--- src/rtl/tail_light_pkg.sv ---
// Shared types for the tail-light monitor: lamp patterns, decoded modes, error codes and FSM states.
// Helper functions map states to modes, expected lamp patterns and successor states.
package tail_light_pkg;

  localparam logic [2:0] LAMP_OFF = 3'b000;
  localparam logic [2:0] L_1      = 3'b100;
  localparam logic [2:0] L_2      = 3'b110;
  localparam logic [2:0] L_3      = 3'b111;
  localparam logic [2:0] R_1      = 3'b001;
  localparam logic [2:0] R_2      = 3'b011;
  localparam logic [2:0] R_3      = 3'b111;

  typedef enum logic [1:0] {
    MODE_IDLE  = 2'd0,
    MODE_LEFT  = 2'd1,
    MODE_RIGHT = 2'd2,
    MODE_HAZ   = 2'd3
  } mode_e;

  typedef enum logic [1:0] {
    ERR_NONE    = 2'd0,
    ERR_ILLEGAL = 2'd1,
    ERR_STALL   = 2'd2,
    ERR_GLITCH  = 2'd3
  } err_e;

  typedef enum logic [3:0] {
    IDLE, L1, L2, L3, R1, R2, R3, H1, H2, H3
  } state_e;

  function automatic mode_e state_mode(input state_e s);
    case (s)
      L1, L2, L3: state_mode = MODE_LEFT;
      R1, R2, R3: state_mode = MODE_RIGHT;
      H1, H2, H3: state_mode = MODE_HAZ;
      default:    state_mode = MODE_IDLE;
    endcase
  endfunction

  // Lamp pattern {tl,tr} that is on the bus while the FSM sits in state s.
  function automatic logic [5:0] state_pattern(input state_e s);
    case (s)
      L1:      state_pattern = {L_1, LAMP_OFF};
      L2:      state_pattern = {L_2, LAMP_OFF};
      L3:      state_pattern = {L_3, LAMP_OFF};
      R1:      state_pattern = {LAMP_OFF, R_1};
      R2:      state_pattern = {LAMP_OFF, R_2};
      R3:      state_pattern = {LAMP_OFF, R_3};
      H1:      state_pattern = {L_1, R_1};
      H2:      state_pattern = {L_2, R_2};
      H3:      state_pattern = {L_3, R_3};
      default: state_pattern = {LAMP_OFF, LAMP_OFF};
    endcase
  endfunction

  function automatic state_e state_succ(input state_e s);
    case (s)
      L1:      state_succ = L2;
      L2:      state_succ = L3;
      R1:      state_succ = R2;
      R2:      state_succ = R3;
      H1:      state_succ = H2;
      H2:      state_succ = H3;
      default: state_succ = IDLE;
    endcase
  endfunction

  // Entry decode from IDLE; IDLE result for a non-dark pattern means illegal.
  function automatic state_e decode_entry(input logic [5:0] pat);
    if (pat == {L_1, LAMP_OFF})      decode_entry = L1;
    else if (pat == {LAMP_OFF, R_1}) decode_entry = R1;
    else if (pat == {L_1, R_1})      decode_entry = H1;
    else                             decode_entry = IDLE;
  endfunction

endpackage

--- src/rtl/tail_light_monitor_sat_counter.sv ---
// Saturating up-counter, holds at all-ones. Latency 1 clock; no backpressure.
module sat_counter #(
  parameter int W = 8
) (
  input  logic         clk,
  input  logic         rst_n,
  input  logic         inc,
  input  logic         clear,
  output logic [W-1:0] value
);

  logic [W-1:0] value_q;
  logic [W-1:0] value_d;

  always_comb begin
    value_d = value_q;
    if (clear)                      value_d = '0;
    else if (inc && value_q != '1)  value_d = value_q + W'(1);
  end

  always_ff @(posedge clk or negedge rst_n) begin
    if (!rst_n) value_q <= '0;
    else        value_q <= value_d;
  end

  assign value = value_q;

endmodule

--- src/rtl/tail_light_monitor.sv ---
// Tail-light lamp-bus checker: decodes and validates ramps, counts cycles, flags errors; outputs registered (1 clock), no backpressure.
// Optional TAIL_LIGHT_GLITCH_CHECK_EN flags lamp-bus changes between step strobes.
module tail_light_monitor
  import tail_light_pkg::*;
#(
  parameter int CNT_W     = 8,
  parameter int STALL_MAX = 1000
) (
  input  logic             clk,
  input  logic             rst_n,
  input  logic             step,
  input  logic [2:0]       tl,
  input  logic [2:0]       tr,
  input  logic             err_clr,
  output logic [1:0]       mode,
  output logic             cycle_done,
  output logic [1:0]       done_mode,
  output logic             err_pulse,
  output logic [1:0]       err_code,
  output logic             err_sticky,
  output logic [CNT_W-1:0] left_cnt,
  output logic [CNT_W-1:0] right_cnt,
  output logic [CNT_W-1:0] haz_cnt
);

  localparam int SW = $clog2(STALL_MAX + 1);

  state_e        state_q, state_d;
  logic [SW-1:0] stall_q, stall_d;
  mode_e         mode_q, mode_d;
  logic          cycle_done_q, cycle_done_d;
  mode_e         done_mode_q, done_mode_d;
  logic          err_pulse_q, err_pulse_d;
  err_e          err_code_q, err_code_d;
  logic          err_sticky_q, err_sticky_d;

  logic          new_err;
  err_e          new_code;
  logic [5:0]    sample;

`ifdef TAIL_LIGHT_GLITCH_CHECK_EN
  logic [5:0]    lamp_q, lamp_d;
`endif

  always_comb begin
    sample       = {tl, tr};
    state_d      = state_q;
    stall_d      = stall_q;
    cycle_done_d = 1'b0;
    done_mode_d  = MODE_IDLE;
    new_err      = 1'b0;
    new_code     = ERR_NONE;

    if (step) begin
      stall_d = '0;
      if (state_q == IDLE) begin
        state_d = decode_entry(sample);
        if (state_d == IDLE && sample != 6'b0) begin
          new_err  = 1'b1;
          new_code = ERR_ILLEGAL;
        end
      end else if (sample == 6'b0) begin
        // Dark bus closes a cycle from X3, otherwise it is a silent abort.
        state_d = IDLE;
        if (state_q inside {L3, R3, H3}) begin
          cycle_done_d = 1'b1;
          done_mode_d  = state_mode(state_q);
        end
      end else if (!(state_q inside {L3, R3, H3}) &&
                   sample == state_pattern(state_succ(state_q))) begin
        state_d = state_succ(state_q);
      end else begin
        // Mismatch: report it, then treat the sample as a fresh entry.
        state_d  = decode_entry(sample);
        new_err  = 1'b1;
        new_code = ERR_ILLEGAL;
      end
    end else if (state_q != IDLE) begin
      if (stall_q == SW'(STALL_MAX - 1)) begin
        state_d  = IDLE;
        stall_d  = '0;
        new_err  = 1'b1;
        new_code = ERR_STALL;
      end else begin
        stall_d = stall_q + SW'(1);
      end
    end else begin
      stall_d = '0;
    end

`ifdef TAIL_LIGHT_GLITCH_CHECK_EN
    lamp_d = sample;
    if (!step && !new_err && sample != lamp_q) begin
      new_err  = 1'b1;
      new_code = ERR_GLITCH;
    end
`endif

    mode_d       = state_mode(state_d);
    err_pulse_d  = new_err;
    err_code_d   = err_code_q;
    err_sticky_d = err_sticky_q;
    if (new_err) begin
      err_code_d   = new_code;
      err_sticky_d = 1'b1;
    end else if (err_clr) begin
      err_code_d   = ERR_NONE;
      err_sticky_d = 1'b0;
    end
  end

  always_ff @(posedge clk or negedge rst_n) begin
    if (!rst_n) begin
      state_q      <= IDLE;
      stall_q      <= '0;
      mode_q       <= MODE_IDLE;
      cycle_done_q <= 1'b0;
      done_mode_q  <= MODE_IDLE;
      err_pulse_q  <= 1'b0;
      err_code_q   <= ERR_NONE;
      err_sticky_q <= 1'b0;
    end else begin
      state_q      <= state_d;
      stall_q      <= stall_d;
      mode_q       <= mode_d;
      cycle_done_q <= cycle_done_d;
      done_mode_q  <= done_mode_d;
      err_pulse_q  <= err_pulse_d;
      err_code_q   <= err_code_d;
      err_sticky_q <= err_sticky_d;
    end
  end

`ifdef TAIL_LIGHT_GLITCH_CHECK_EN
  always_ff @(posedge clk or negedge rst_n) begin
    if (!rst_n) lamp_q <= '0;
    else        lamp_q <= lamp_d;
  end
`endif

  sat_counter #(.W(CNT_W)) u_left_cnt (
    .clk   (clk),
    .rst_n (rst_n),
    .inc   (cycle_done_d && done_mode_d == MODE_LEFT),
    .clear (1'b0),
    .value (left_cnt)
  );

  sat_counter #(.W(CNT_W)) u_right_cnt (
    .clk   (clk),
    .rst_n (rst_n),
    .inc   (cycle_done_d && done_mode_d == MODE_RIGHT),
    .clear (1'b0),
    .value (right_cnt)
  );

  sat_counter #(.W(CNT_W)) u_haz_cnt (
    .clk   (clk),
    .rst_n (rst_n),
    .inc   (cycle_done_d && done_mode_d == MODE_HAZ),
    .clear (1'b0),
    .value (haz_cnt)
  );

  assign mode       = mode_q;
  assign cycle_done = cycle_done_q;
  assign done_mode  = done_mode_q;
  assign err_pulse  = err_pulse_q;
  assign err_code   = err_code_q;
  assign err_sticky = err_sticky_q;

endmodule

--- config.mk ---
export PLATFORM = sky130hd
export DESIGN_NAME = tail_light_monitor
export DESIGN_NICKNAME = d
export VERILOG_FILES = /design/src/rtl/tail_light_pkg.sv /design/src/rtl/tail_light_monitor_sat_counter.sv /design/src/rtl/tail_light_monitor.sv
export SDC_FILE = /design/constraint.sdc
export NUM_CORES = 1
export LEC_CHECK = 0
export CORE_MARGIN = 5
export CORE_UTILIZATION = 40
export CTS_BUF_LIST = sky130_fd_sc_hd__clkbuf_4 sky130_fd_sc_hd__clkbuf_8 sky130_fd_sc_hd__clkbuf_16
export DETAILED_ROUTE_END_ITERATION = 10
export PLACE_DENSITY = 0.64
export SLEW_MARGIN = 20
export SYNTH_ARGS = -nofsm -noshare
export SYNTH_HDL_FRONTEND = slang
export SYNTH_HIERARCHICAL = 1
export SYNTH_SLANG_ARGS = --single-unit
--- constraint.sdc ---
create_clock -name clk -period 3.4 [get_ports clk]
set_input_delay 0.68 -clock clk [delete_from_list [all_inputs] [get_ports clk]]
set_output_delay 0.68 -clock clk [all_outputs]
set_load 0.02 [all_outputs]
==> results by group <==
Critical path
  – Crit path arrival time: 3.30 ns
  – Slowest stage delay, CP: 0.47 ns
  – Worst-path maximum fanout: 9
  – Critical path's most frequent cell: buf_4
  – Crit-path leading delay family: compound AO/OA/AOI/OAI gates
  – CP endpoint kind: register
  – CP Depth: 12
  – Reg2Reg Depth: 12
  – Buffers & Inverters on Critical Path: 2
  – Slowest CP cell: a211oi_4
  – Crit path launch type: register
  – Crit Path Class: reg2reg
  – Cells along the critical path: buf_4 > nor3b_1 > o21bai_1 > buf_4 > ha_1 > nor2b_1 > o21ai_0 > a211oi_2 > a211oi_4 > nand2_2 > a311oi_2 > mux2i_1
  – Worst EP required: 3.61 ns

Drt
  – Post-Route WL: 6920 µm
  – Avg WL per Cell: 14.18 µm
  – Initial DRC Count: 116
  – TritonRoute pass-1 iters: 4
  – DRC: 0
  – Total number of vias: 2,654
  – Vias/cell: 5.439
  – Routed Antenna Nets: 0

Floorplanning
  – Initial core utilization: 0.4132
  – DIE HEIGHT: 97.02 µm
  – Die Area: 0.009413 mm²
  – I/O Pins: 43
  – DIE WIDTH: 97.02 µm
  – Row cnt: 31
  – Core Area: 0.007331 mm²

Synthesis
  – EDFF count, synth: 0
  – Seq/Total Area, Yosys: 0.3883
  – Synthesized cell area: 0.003029 mm²
  – Unique masters post-synth: 63
  – Prevailing post-synth register cell: dfrtp_1
  – Async S/R FF share, synth: 1.000
  – Post-synth top area share: 0.3883
  – Yosys Warn Count: 6
  – Post-synthesis register bit count: 47
  – Top cells by count, synth: dfrtp_1 (47), nor2_1 (25), a21oi_1 (19)
  – Yosys top cell by area: dfrtp_1
  – Mapped Cells: 332
  – Area contributors post-synth: dfrtp_1 (39%), a21oi_1 (3.1%), nand2b_1 (3.1%), nor2_1 (3.1%), ha_1 (2.9%)
  – Cell with the most instances after synthesis: dfrtp_1
  – Avg Inst Size Synth: 9.124 µm²

Clock network
  – Clock sinks: 47
  – H-tree levels: 2
  – Clk Latency, worst-skew pair: 0.30 ns
  – TritonCTS Buffers: 5
  – Clk slew on worst S/H paths: 0.09 ns
  – Maximum clock path buffer count: 2
  – Post-CTS sizing: 0
  – CTS tree: built
  – Setup bufs post-CTS: 0
  – Hold_buf cts: 0
  – CTS root buf: clkbuf_8

Place
  – Pre-CTS setup slack: 0.2115 ns
  – Number of port buffers: 42
  – Inst Count DP: 480
  – RePlAce Congestion: 0.9255
  – Placed Area: 0.003641 mm²
  – Final HPWL DP: 5109 µm

GRT
  – Vias in the first global route: 2,605
  – Initial antenna violation count: 0
  – GRT Total Usage: 0.1499
  – Total grt overflow: 0
  – Largest net degree at the start of global routing: 48
  – First-pass GRT wire length: 12,040 µm

Cells and area
  – Layout cells sized above 1: 0.1311
  – Final net count: 405
  – Fin area: 0.003732 mm²
  – Antenna diodes: 0
  – Finished Layout Cells: 488
  – Area grow syn2layout: 23.21%

Timing
  – Max_slew headroom: 0.6058
  – Final setup margin: 0.3116 ns
  – Setup TNS: 0 ns
  – Count of final setup violators: 0
  – Worst-margin pin slew: 0.5912 ns
  – Fmax: 323.8 MHz
  – Period utilization: 0.9083
  – RSZ-0062 raised after global routing: false
  – Tmin final: 3.088 ns
  – Setup Skew: 0.01160 ns
  – Final Slew Violations: 0
  – Fin Hold WS: 0.3640 ns
  – Final Hold Viols: 0

Flow run
  – Max Cap Violations: 0

Worst hold path
  – Hold Crit Class: in2async

Power and ir drop
  – Pwr dens: 286.1 mW/mm²
  – Leak: 1.573 nW
  – VDD IR max: 0.1922 mV

Run status
  – Outcome: complete, no violations
## layer usage
layer | share of wire | vias to the layer above | wire length, µm | track usage
met4 | 0.013 | 0 | 88 | 0.03780
met5 | 0 | - | 0 | 0
met1 | 0.48 | 1271 | 3353 | 0.2046
li1 | - | 1321 | - | -
met2 | 0.46 | 54 | 3201 | 0.2420
met3 | 0.040 | 8 | 276 | 0.03165
## cells in the final DEF (no fill, tap or decap), drive strengths merged, types with 4 or more instances in the layout
master,instances
a31oi,6
and4,7
or3,6
mux2i,4
nand2,19
ha,7
nand4,4
conb,6
nor3b,5
buf,17
nor4,5
xnor2,5
o21ai,12
mux2,6
nor3,17
nand3,17
a21oi,19
and3,9
nand2b,15
a21boi,4
xor2,5
inv,15
nor2b,14
clkdlybuf4s50,41
dfrtp,47
a211oi,7
clkbuf,6
nor2,25
## final timing paths
check	slack, ns	end	from
min reg2reg	0.49	stall_q[0]$_DFF_PN0_	stall_q[0]$_DFF_PN0_
max	0.31	mode[1]$_DFF_PN0_	state_q[1]$_DFF_PN0_
min in group clk	0.49	stall_q[0]$_DFF_PN0_	stall_q[0]$_DFF_PN0_
max in group asynchronous	2.62	stall_q[5]$_DFF_PN0_	rst_n
min	0.36	u_haz_cnt/value[6]$_DFFE_PN0P_	rst_n
max reg2reg	0.31	mode[1]$_DFF_PN0_	state_q[1]$_DFF_PN0_
## flip-flops by register name, indices dropped and copies added (netlist names)
register,flops
cycle_done,1
done_mode,2
err_code,2
err_pulse,1
err_sticky,1
mode,2
stall_q,10
state_q,4
u_haz_cnt/value,8
u_left_cnt/value,8
u_right_cnt/value,8
## logic make-up (layout without fill, tap and decap cells)
group | Yosys count | after routing | share of synthesized area
mux | 10 | 10 | 0.03552
other cells | 1 | 6 | 0.001238
simple gates | 154 | 154 | 0.3007
compound gates | 74 | 74 | 0.1760
fa+ha+maj | 7 | 7 | 0.02891
flops | 47 | 47 | 0.3883
xor+xnor | 10 | 10 | 0.02891
buf+inv | 29 | 81 | 0.04048
## report_power, final
part           switching, mW  internal (mW)  total [mW]
combinational         0.0902         0.0645       0.155
sequential           0.00686          0.566       0.573
clock                  0.188          0.152       0.340
## metrics by stage
step / total power [mW] / util
after floorplan: 0.6735 / -
after CTS: 1.086 / 0.5088
final: 1.068 / 0.5091
after detailed placement: 0.7376 / 0.4967
after global placement: 0.7374 / 0.4967
after global routing: 1.130 / 0.5091
## cell type report
class / count / area (µm²)
clock buffer: 6 / 76.32
inverter: 15 / 56.30
timing repair buffer: 58 / 538.0
sequential: 47 / 1176
fill: 699 / 3598
clock inverter: 2 / 12.51
multi-input combinational: 261 / 1749
tap: 99 / 123.9
## worst reg2reg max path: stages, from the launching register on
cell and delay [ns]:
dfrtp_1 0.43, buf_4 0.18, nor3b_1 0.27, o21bai_1 0.14, buf_4 0.16, ha_1 0.17, nor2b_1 0.13, o21ai_0 0.21
a211oi_2 0.12, a211oi_4 0.47, nand2_2 0.09, a311oi_2 0.38, mux2i_1 0.26
Note: power is estimated with default switching activity, not from simulation.
